**config.mk**
```make
export PLATFORM = sky130hd
export DESIGN_NAME = io_pin_driver
export DESIGN_NICKNAME = d
export VERILOG_FILES = /design/src/rtl/io_pin_pkg.sv /design/src/rtl/io_cmd_fifo.sv /design/src/rtl/io_pin_driver.sv
export SDC_FILE = /design/constraint.sdc
export NUM_CORES = 1
export LEC_CHECK = 0
export BUFFER_PORTS_ARGS = -buffer_cell sky130_fd_sc_hd__buf_4
export CAP_MARGIN = 25
export CORE_ASPECT_RATIO = 0.6
export CORE_MARGIN = 1
export CORE_UTILIZATION = 35
export DETAILED_ROUTE_END_ITERATION = 10
export PLACE_DENSITY_LB_ADDON = 0.25
export SETUP_SLACK_MARGIN = 0.02
export SYNTH_ARGS = -nofsm -noshare
export SYNTH_HDL_FRONTEND = slang
export SYNTH_HIERARCHICAL = 1
export SYNTH_SLANG_ARGS = --single-unit
```
**constraint.sdc**
```tcl
create_clock -name pj_clk -period 3.9 [get_ports pj_clk]
set_input_delay 0.585 -clock pj_clk [delete_from_list [all_inputs] [get_ports pj_clk]]
set_output_delay 0.585 -clock pj_clk [all_outputs]
set_load 0.03 [all_outputs]
```
**src/rtl/io_pin_pkg.sv**
```systemverilog
// Shared op-codes, FSM encoding and command payload for the picoJava-II pin stimulus driver.
package io_pin_pkg;

    localparam int unsigned OP_W  = 3;
    localparam int unsigned ARG_W = 4;
    localparam int unsigned CNT_W = 16;
    localparam int unsigned PIN_W = 8;

    localparam logic [OP_W-1:0] OP_NOP     = 3'd0;
    localparam logic [OP_W-1:0] OP_IRL     = 3'd1;
    localparam logic [OP_W-1:0] OP_NMI     = 3'd2;
    localparam logic [OP_W-1:0] OP_HALT    = 3'd3;
    localparam logic [OP_W-1:0] OP_RESUME  = 3'd4;
    localparam logic [OP_W-1:0] OP_STANDBY = 3'd5;

    typedef enum logic [2:0] {
        ST_IDLE     = 3'd0,
        ST_DELAY    = 3'd1,
        ST_ASSERT   = 3'd2,
        ST_WAIT_ACK = 3'd3,
        ST_HOLD     = 3'd4,
        ST_RELEASE  = 3'd5,
        ST_WAIT_REL = 3'd6
    } state_t;

    typedef struct packed {
        logic [OP_W-1:0]  op;
        logic [ARG_W-1:0] arg;
        logic [CNT_W-1:0] delay;
        logic [CNT_W-1:0] width;
    } cmd_t;

    // Pin image {irl[3:0], nmi, halt, resume, standby} driven while a command is asserted.
    function automatic logic [PIN_W-1:0] pin_vec(input logic [OP_W-1:0] op,
                                                 input logic [ARG_W-1:0] arg);
        case (op)
            OP_IRL:     pin_vec = {arg, 4'b0000};
            OP_NMI:     pin_vec = 8'b0000_1000;
            OP_HALT:    pin_vec = 8'b0000_0100;
            OP_RESUME:  pin_vec = 8'b0000_0010;
            OP_STANDBY: pin_vec = 8'b0000_0001;
            default:    pin_vec = 8'b0000_0000;
        endcase
    endfunction

endpackage

```
**src/rtl/io_cmd_fifo.sv**
```systemverilog
// Small synchronous command FIFO with registered full/empty flags.
module io_cmd_fifo
    import io_pin_pkg::*;
#(
    parameter int unsigned DEPTH = 4
) (
    input  logic clk_i,
    input  logic rst_i,
    input  logic push_i,
    input  cmd_t data_i,
    input  logic pop_i,
    output cmd_t data_o,
    output logic full_o,
    output logic empty_o
);

    localparam int unsigned AW = $clog2(DEPTH);
    localparam int unsigned CW = AW + 1;

    cmd_t          mem_q [DEPTH];
    logic [AW-1:0] wr_q, rd_q;
    logic [CW-1:0] count_q, count_d;
    logic          full_q, empty_q;
    logic          push_ok, pop_ok;

    assign push_ok = push_i & ~full_q;
    assign pop_ok  = pop_i & ~empty_q;

    always_comb begin
        count_d = count_q;
        if (push_ok && !pop_ok) begin
            count_d = count_q + CW'(1);
        end else if (!push_ok && pop_ok) begin
            count_d = count_q - CW'(1);
        end
    end

    always_ff @(posedge clk_i) begin
        if (push_ok) begin
            mem_q[wr_q] <= data_i;
        end
    end

    always_ff @(posedge clk_i or posedge rst_i) begin
        if (rst_i) begin
            wr_q    <= '0;
            rd_q    <= '0;
            count_q <= '0;
            full_q  <= 1'b0;
            empty_q <= 1'b1;
        end else begin
            if (push_ok) wr_q <= wr_q + AW'(1);
            if (pop_ok)  rd_q <= rd_q + AW'(1);
            count_q <= count_d;
            full_q  <= (count_d == CW'(DEPTH));
            empty_q <= (count_d == CW'(0));
        end
    end

    assign data_o  = mem_q[rd_q];
    assign full_o  = full_q;
    assign empty_o = empty_q;

endmodule

```
**src/rtl/io_pin_driver.sv**
```systemverilog
// Command-driven sequencer for the core's async control pins, handshaking on the core's
// halt/standby status so the pin monitor sees realistic activity.
module io_pin_driver
    import io_pin_pkg::*;
#(
    parameter int unsigned FIFO_DEPTH  = 4,
    parameter int unsigned TIMEOUT_CYC = 4096
) (
    input  logic        pj_clk,
    input  logic        pj_reset,
    input  logic        cmd_valid,
    output logic        cmd_ready,
    input  logic [2:0]  cmd_op,
    input  logic [3:0]  cmd_arg,
    input  logic [15:0] cmd_delay,
    input  logic [15:0] cmd_width,
    input  logic        pj_in_halt,
    input  logic        pj_standby_out,
    output logic [3:0]  pj_irl,
    output logic        pj_nmi,
    output logic        pj_halt,
    output logic        pj_resume,
    output logic        pj_standby,
    output logic        busy,
    output logic        cmd_done,
    output logic        timeout_err,
    output logic [15:0] done_count
);

    localparam int unsigned TW = $clog2(TIMEOUT_CYC + 1);
    localparam logic [TW-1:0] TMO_LAST = TW'(TIMEOUT_CYC - 1);

    cmd_t             fifo_wdata, fifo_rdata;
    logic             fifo_full, fifo_empty, push_c, pop_c;
    state_t           state_q;
    logic [OP_W-1:0]  op_q;
    logic [ARG_W-1:0] arg_q;
    logic [CNT_W-1:0] width_q, cnt_q, hold_c, cnt_dec_c;
    logic [TW-1:0]    tmo_q;
    logic [PIN_W-1:0] pins_q;
    logic             done_q, err_q;
    logic [CNT_W-1:0] done_cnt_q;
    logic             needs_ack_c, needs_rel_c, pin_op_c, ack_c, rel_c;

    assign fifo_wdata = '{op: cmd_op, arg: cmd_arg, delay: cmd_delay, width: cmd_width};
    assign push_c     = cmd_valid & ~fifo_full;
    assign pop_c      = (state_q == ST_IDLE) & ~fifo_empty;

    io_cmd_fifo #(.DEPTH(FIFO_DEPTH)) u_fifo (
        .clk_i   (pj_clk),
        .rst_i   (pj_reset),
        .push_i  (push_c),
        .data_i  (fifo_wdata),
        .pop_i   (pop_c),
        .data_o  (fifo_rdata),
        .full_o  (fifo_full),
        .empty_o (fifo_empty)
    );

    // Per-op handshake selection; hold count is the cycles left after the assert cycle.
    always_comb begin
        needs_ack_c = (op_q == OP_HALT) || (op_q == OP_STANDBY);
        needs_rel_c = (op_q == OP_RESUME) || (op_q == OP_STANDBY);
        pin_op_c    = (op_q != OP_NOP) && (op_q <= OP_STANDBY);
        ack_c       = 1'b1;
        rel_c       = 1'b1;
        if (op_q == OP_HALT)    ack_c = pj_in_halt;
        if (op_q == OP_STANDBY) ack_c = pj_standby_out;
        if (op_q == OP_RESUME)  rel_c = ~pj_in_halt;
        if (op_q == OP_STANDBY) rel_c = ~pj_standby_out;
        hold_c    = (width_q == '0) ? '0 : width_q - CNT_W'(1);
        cnt_dec_c = cnt_q - CNT_W'(cnt_q != '0);
    end

    always_ff @(posedge pj_clk or posedge pj_reset) begin
        if (pj_reset) begin
            state_q    <= ST_IDLE;
            op_q       <= '0;
            arg_q      <= '0;
            width_q    <= '0;
            cnt_q      <= '0;
            tmo_q      <= '0;
            pins_q     <= '0;
            done_q     <= 1'b0;
            err_q      <= 1'b0;
            done_cnt_q <= '0;
        end else begin
            done_q <= 1'b0;
            case (state_q)
                ST_IDLE: begin
                    if (!fifo_empty) begin
                        op_q    <= fifo_rdata.op;
                        arg_q   <= fifo_rdata.arg;
                        width_q <= fifo_rdata.width;
                        cnt_q   <= fifo_rdata.delay;
                        state_q <= ST_DELAY;
                    end
                end
                ST_DELAY: begin
                    if (cnt_q != '0) begin
                        cnt_q <= cnt_q - CNT_W'(1);
                    end else if (pin_op_c) begin
                        pins_q  <= pin_vec(op_q, arg_q);
                        cnt_q   <= hold_c;
                        state_q <= ST_ASSERT;
                    end else begin
                        done_q     <= 1'b1;
                        done_cnt_q <= done_cnt_q + CNT_W'(1);
                        state_q    <= ST_IDLE;
                    end
                end
                ST_ASSERT: begin
                    cnt_q <= cnt_dec_c;
                    tmo_q <= '0;
                    if (needs_ack_c) begin
                        state_q <= ST_WAIT_ACK;
                    end else if (cnt_q == '0) begin
                        pins_q  <= '0;
                        state_q <= ST_RELEASE;
                    end else begin
                        state_q <= ST_HOLD;
                    end
                end
                ST_WAIT_ACK: begin
                    if (ack_c) begin
                        // HALT releases on the cycle after the core reports halted.
                        if (op_q == OP_HALT || cnt_q == '0) begin
                            pins_q  <= '0;
                            state_q <= ST_RELEASE;
                        end else begin
                            cnt_q   <= cnt_dec_c;
                            state_q <= ST_HOLD;
                        end
                    end else if (tmo_q == TMO_LAST) begin
                        pins_q  <= '0;
                        err_q   <= 1'b1;
                        state_q <= ST_RELEASE;
                    end else begin
                        tmo_q <= tmo_q + TW'(1);
                        cnt_q <= cnt_dec_c;
                    end
                end
                ST_HOLD: begin
                    if (cnt_q == '0) begin
                        pins_q  <= '0;
                        state_q <= ST_RELEASE;
                    end else begin
                        cnt_q <= cnt_dec_c;
                    end
                end
                ST_RELEASE: begin
                    tmo_q <= '0;
                    if (needs_rel_c) begin
                        state_q <= ST_WAIT_REL;
                    end else begin
                        done_q     <= 1'b1;
                        done_cnt_q <= done_cnt_q + CNT_W'(1);
                        state_q    <= ST_IDLE;
                    end
                end
                ST_WAIT_REL: begin
                    if (rel_c || tmo_q == TMO_LAST) begin
                        if (!rel_c) err_q <= 1'b1;
                        done_q     <= 1'b1;
                        done_cnt_q <= done_cnt_q + CNT_W'(1);
                        state_q    <= ST_IDLE;
                    end else begin
                        tmo_q <= tmo_q + TW'(1);
                    end
                end
                default: state_q <= ST_IDLE;
            endcase
        end
    end

    assign pj_irl      = pins_q[7:4];
    assign pj_nmi      = pins_q[3];
    assign pj_halt     = pins_q[2];
    assign pj_resume   = pins_q[1];
    assign pj_standby  = pins_q[0];
    assign busy        = (state_q != ST_IDLE) | ~fifo_empty;
    assign cmd_ready   = ~fifo_full;
    assign cmd_done    = done_q;
    assign timeout_err = err_q;
    assign done_count  = done_cnt_q;

endmodule

```
==> results.sh, run 1 <==
export IMPL_status="finished, final reports clean"
export IMPL_final_area_um2=13100
export IMPL_place_area_um2=12300
export IMPL_first_pass_iters=5
export IMPL_antenna_found_initial=0
export IMPL_ant_nets=0
export IMPL_skew_ns=0.0117
export IMPL_core_area_um2=31500
export IMPL_yosys_warnings=6
export IMPL_vias=7005
export IMPL_ys_flop_type="edfxtp_1"
export IMPL_fmax_mhz=298
export IMPL_yosysSeqAreaShare=0.613
export IMPL_cts_buffer_depth=3
export IMPL_setup_worst_path_end_class="register"
export IMPL_drt_initial_drc_count=661
export IMPL_cts_htree_levels=1
export IMPL_slew_viol_final=0
export IMPL_regArea_um2=6940
export IMPL_initial_core_util=0.359
export IMPL_drv_cap=0
export IMPL_critPathLaunchType="register"
export IMPL_nets=940
export IMPL_fin_crit_sh=0.859
export IMPL_period_minus_slack_ns=3.35
export IMPL_post_cts_resized=0
export IMPL_grt_pass1_wl_um=40300
export IMPL_place_hpwl_um=17200
export IMPL_gp_congestion=0.912
export IMPL_cp_arrival_ns=3.75
export IMPL_powerDensity_nw_per_um2=464
export IMPL_multi_input_area_um2=4090
export IMPL_ys_seq_elements=246
export IMPL_drive_gt1_frac=0.253
export IMPL_required_ns=4.30
export IMPL_synthDominantCellAreaShare=0.414
export IMPL_cts_tree="done"
export IMPL_timing_slew_headroom=0.390
export IMPL_synth_edff_count=156
export IMPL_synth_area_um2=11300
export IMPL_cts_setup_buffers=0
export IMPL_path_clk_slew_ns=0.07
export IMPL_grt_overflow=0
export IMPL_synthArstFlopShare=0.366
export IMPL_vias_per_cell=5.32
export IMPL_clk_latency_ns=0.54
export IMPL_finalSetupTns_ns=0
export IMPL_row_count=50
export IMPL_grt_usage=0.158
export IMPL_final_common_cell="edfxtp_1"
export IMPL_hold_buffers=0
export IMPL_tightest_slew_ns=0.909
export IMPL_syn_to_final_growth_pct=15.5
export IMPL_synth_nets=865
export IMPL_fillers=2926
export IMPL_final_cell_mix="156 x edfxtp_1, 89 x buf_4, 87 x dfrtp_1, 55 x nor2_1, 44 x o21ai_0"
export IMPL_cts_sinks=246
export IMPL_synth_top_area_cell="edfxtp_1"
export IMPL_ios=72
export IMPL_drc_errors=0
export IMPL_hold_path_class="primary input to async pin"
export IMPL_ir_worst_vdd_mv=0.300
export IMPL_rsz0062_at_grt="false"
export IMPL_grt_pass1_vias=6899
export IMPL_netlist_instances=807
export IMPL_synth_distinct_cells=82
export IMPL_setup_violations=0
export IMPL_hold_violations=0
export IMPL_numCtsBuffers=25
export IMPL_antenna_cells=0
export IMPL_criticalPathCategory="register to register"
export IMPL_portBuffers=71
export IMPL_wl_um=25500
export IMPL_die_area_um2=33100
export IMPL_wl_per_cell_um=19.4
export IMPL_ctsRootBufferMaster="clkbuf_16"
export IMPL_yosys_top_cells_area="edfxtp_1 41%, dfrtp_1 20%, mux4_2 7.8%, mux2_2 2.3%, xor2_1 2.2%"
export IMPL_p_leak_nw=4.96
export IMPL_grt_max_degree=40
export IMPL_die_h_um=141
export IMPL_die_x_um=234
export IMPL_synth_area_per_cell_um2=14.0
export IMPL_critPathMaxFanout=11
==> synth_stat cells (all sizes together), types with 14 or more instances <==
cell type    n
xnor2       21
nor3        23
a21oi       16
mux4        39
edfxtp     156
nor2        55
xor2        28
o21ai       51
inv         23
ha          14
dfrtp       89
nor4        14
buf         29
nand2       37
mux2        23
==> where the power goes <==
part | internal [mW] | switching [mW]
Combinational | 0.216 | 0.370
Sequential | 3.13 | 0.0934
Clock | 1.27 | 0.999
==> metrics by stage <==
step / cells / util / hold slack (ns) / power, mW / worst slack [ns]
global placement: 1271 / 0.391 / 0.461 / 3.86 / 0.723
CTS: 1317 / 0.415 / 0.0149 / 6.15 / 0.609
detailed placement: 1271 / 0.391 / 0.458 / 3.87 / 0.663
floorplan: 807 / - / 0.412 / 3.61 / 0.927
global route: 1317 / 0.415 / 0.0424 / 6.31 / 0.406
finish: 1317 / 0.415 / 0.0192 / 6.08 / 0.550
==> layout make-up <==
| cell class | count | area share |
|---|---|---|
| multi-input combinational | 496 | 0.313 |
| inverter | 23 | 0.00669 |
| sequential | 246 | 0.530 |
| clock inverter | 11 | 0.00660 |
| timing repair buffer | 90 | 0.0526 |
| clock buffer | 35 | 0.0514 |
| tap | 416 | 0.0398 |
==> layer usage <==
metal  wire length, µm  track usage  share of wire  up-vias
li1                  -            -              -     3263
met1             13000        0.247           0.51     3524
met2             10500        0.217           0.41      187
met3              1630       0.0406          0.064       31
met4               396       0.0304          0.016        0
met5                 0            0              0        -
==> flip-flops by register name, indices dropped and copies added (netlist names), 4 cells and up <==
register and cells:
width_q 16, tmo_q 13, cnt_q 16, arg_q 4
done_count 16, pins_q 8, u_fifo/mem_q 156
==> worst paths after layout <==
| kind | startpoint | to | slack, ns | depth (start not counted) |
|---|---|---|---|---|
| worst min register to register | done_count[15] | done_count[15] | 0.47 | 1 |
| worst max register to register | cnt_q[0] | cnt_q[15] | 0.55 | 12 |
| worst max-delay path | cnt_q[0] | cnt_q[15] | 0.55 | 12 |
| worst min-delay path | pj_reset | u_fifo/full_o | 0.02 | 2 |
| min in group pj_clk | cmd_width[3] | u_fifo/mem_q[1][3] | 0.24 | 1 |
| max in group asynchronous | pj_reset | cnt_q[2] | 3.07 | 3 |
==> logic make-up (layout without fill, tap and decap cells) <==
logic type,Yosys count,after routing,share of synthesized area
XOR/XNOR,49,49,0.0379
AO/OA/AOI/OAI,157,157,0.101
flip-flops,246,246,0.613
multiplexers,63,63,0.101
AND/OR/NAND/NOR,213,213,0.104
buffers and inverters,65,159,0.0276
adder cells (fa/ha/maj),14,14,0.0155
==> critical path, stage by stage, from the launching register on <==
cell and delay [ns]:
dfrtp_1 0.40, inv_1 0.11, ha_1 0.21, nor3b_1 0.14, and4_1 0.33, inv_2 0.25, ha_1 0.22, or3b_2 0.53
or2_1 0.31, nor4_1 0.25, o22ai_1 0.11, o31ai_1 0.24, o31ai_1 0.11
(Power assumes the default switching activity.)
==> run 2, diff against run 1 <==
- CAP_MARGIN: 25 -> 20
- CTS_BUF_LIST: not set -> sky130_fd_sc_hd__clkbuf_8
==> run 2 against run 1 <==
Fmax rose by 0.83%. First-iteration DRC count fell by 20%. Setup slack improved by 0.027 ns. Worst hold slack improved by 0.20 ns. Global-route usage rose by 0.40 points. Core utilization rose by 0.24 points. Non-clock buffer count rose by 1. Clock-buffer cell count rose by 12. Critical path type unchanged. Largest power group unchanged.
==> results.sh, run 2 (same netlist as run 1, synthesis figures left out) <==
export IMPL_ctsRootBufferMaster="clkbuf_8"
export IMPL_numCtsBuffers=41
export IMPL_crit_family="simple AND/OR/NAND/NOR gates"
export IMPL_power_mw=6.09
export IMPL_setup_ws_ns=0.577
export IMPL_portBuffers=71
export IMPL_initial_core_util=0.359
export IMPL_nets=957
export IMPL_grt_max_degree=40
export IMPL_vias_per_cell=5.24
export IMPL_fin_crit_sh=0.852
export IMPL_stdcell_count=1347
export IMPL_cts_buffer_depth=3
export IMPL_drive_gt1_frac=0.267
export IMPL_vias=7060
export IMPL_gp_congestion=0.912
export IMPL_busiest_layer="met1"
export IMPL_cts_sinks=246
export IMPL_ios=72
export IMPL_antenna_found_initial=0
export IMPL_ir_worst_vdd_mv=0.304
export IMPL_met3_usage=0.0456
export IMPL_cts_setup_buffers=0
export IMPL_powerDensity_nw_per_um2=463
export IMPL_path_clk_slew_ns=0.07
export IMPL_place_area_um2=12300
export IMPL_place_hpwl_um=17200
export IMPL_utilization=0.417
export IMPL_core_area_um2=31500
export IMPL_drt_initial_drc_count=532
export IMPL_drv_cap=0
export IMPL_placed_cells=1271
export IMPL_skew_ns=0.0260
export IMPL_slowest_stage="or3b_2"
export IMPL_fmax_mhz=301
export IMPL_first_pass_iters=4
export IMPL_syn_to_final_growth_pct=16.2
export IMPL_drc_errors=0
export IMPL_critPathLaunchType="register"
export IMPL_status="finished, final reports clean"
export IMPL_finalSetupTns_ns=0
export IMPL_rsz0062_at_grt="false"
export IMPL_final_cell_mix="156 x edfxtp_1, 89 x buf_4, 87 x dfrtp_1, 55 x nor2_1, 47 x clkbuf_8"
export IMPL_met2_usage=0.215
export IMPL_required_ns=4.34
export IMPL_p_leak_nw=5.08
export IMPL_final_common_cell="edfxtp_1"
export IMPL_critPathMaxFanout=11
export IMPL_regMostFlops="u_fifo/mem_q"
export IMPL_grt_usage=0.162
export IMPL_grt_overflow=0
export IMPL_final_area_um2=13200
export IMPL_wl_per_cell_um=19.2
export IMPL_slowest_delay_ns=0.53
export IMPL_timing_slew_headroom=0.406
export IMPL_period_minus_slack_ns=3.32
export IMPL_grt_pass1_wl_um=40900
export IMPL_row_count=50
export IMPL_cts_tree="done"
export IMPL_fillers=2943
export IMPL_slew_viol_final=0
export IMPL_criticalPathCategory="register to register"
export IMPL_worstPathCellList="inv_1 > ha_1 > nor3b_1 > and4_1 > inv_2 > ha_1 > or3b_2 > or2_1 > nor4_1 > o22ai_1 > o31ai_1 > o31ai_1"
export IMPL_die_area_um2=33100
export IMPL_clk_latency_ns=0.57
export IMPL_setup_worst_path_end_class="register"
export IMPL_post_cts_resized=0
export IMPL_grt_use_met1=0.249
export IMPL_path_buf_inv=2
export IMPL_hold_path_class="primary input to register"
export IMPL_largest_reg_flops=156
export IMPL_setup_violations=0
export IMPL_antenna_cells=0
export IMPL_cp_arrival_ns=3.76
export IMPL_regArea_um2=6940
export IMPL_multi_input_area_um2=4090
export IMPL_wl_um=25800
export IMPL_hold_violations=0
export IMPL_fin_hold_ws_ns=0.223
export IMPL_die_h_um=141
export IMPL_die_x_um=234
export IMPL_pre_cts_ws_ns=0.663
export IMPL_grt_pass1_vias=7086
export IMPL_cts_htree_levels=2
export IMPL_tightest_slew_ns=0.885
export IMPL_ant_nets=0
-- run 2: worst register-to-register path: stages, from the launching register on --
cell and delay, ns:
dfrtp_1 0.40, inv_1 0.11, ha_1 0.21, nor3b_1 0.14, and4_1 0.33, inv_2 0.25
ha_1 0.21, or3b_2 0.53, or2_1 0.31, nor4_1 0.25, o22ai_1 0.11, o31ai_1 0.24
o31ai_1 0.11
-- run 2: repair_timing --
action / in CTS / in global routing
hold buffers: 1 / 0
endpoints found under the hold margin: 11 / 0
setup endpoints to repair: 0 / 0
-- run 2: layout make-up --
type	count	area share
clock buffer	47	0.0491
tap	416	0.0395
inverter	23	0.00665
multi-input combinational	496	0.311
clock inverter	28	0.0136
timing repair buffer	91	0.0530
sequential	246	0.527
-- run 2: worst paths after layout --
path,end,startpoint,cells past startpoint,slack (ns)
worst max-delay path,cnt_q[15],cnt_q[0],12,0.58
worst min-delay path,u_fifo/mem_q[2][3],cmd_width[3],1,0.22
worst max register to register,cnt_q[15],cnt_q[0],12,0.58
worst min register to register,done_count[15],done_count[15],1,0.47
max in group asynchronous,cnt_q[2],pj_reset,4,2.53
min in group asynchronous,u_fifo/wr_q[1],pj_reset,3,0.55
-- run 2: where the power goes --
part / switching (mW) / total [mW] / internal (mW) / leakage (nW)
logic: 0.370 / 0.588 / 0.218 / 2.02
registers: 0.0932 / 3.22 / 3.13 / 2.58
clock network: 1.04 / 2.28 / 1.24 / 0.482
-- run 2: per-layer routing --
layer	wire (µm)	vias to the layer above
met4	541	0
met5	0	-
met3	1460	45
met1	13400	3539
li1	-	3301
met2	10400	175
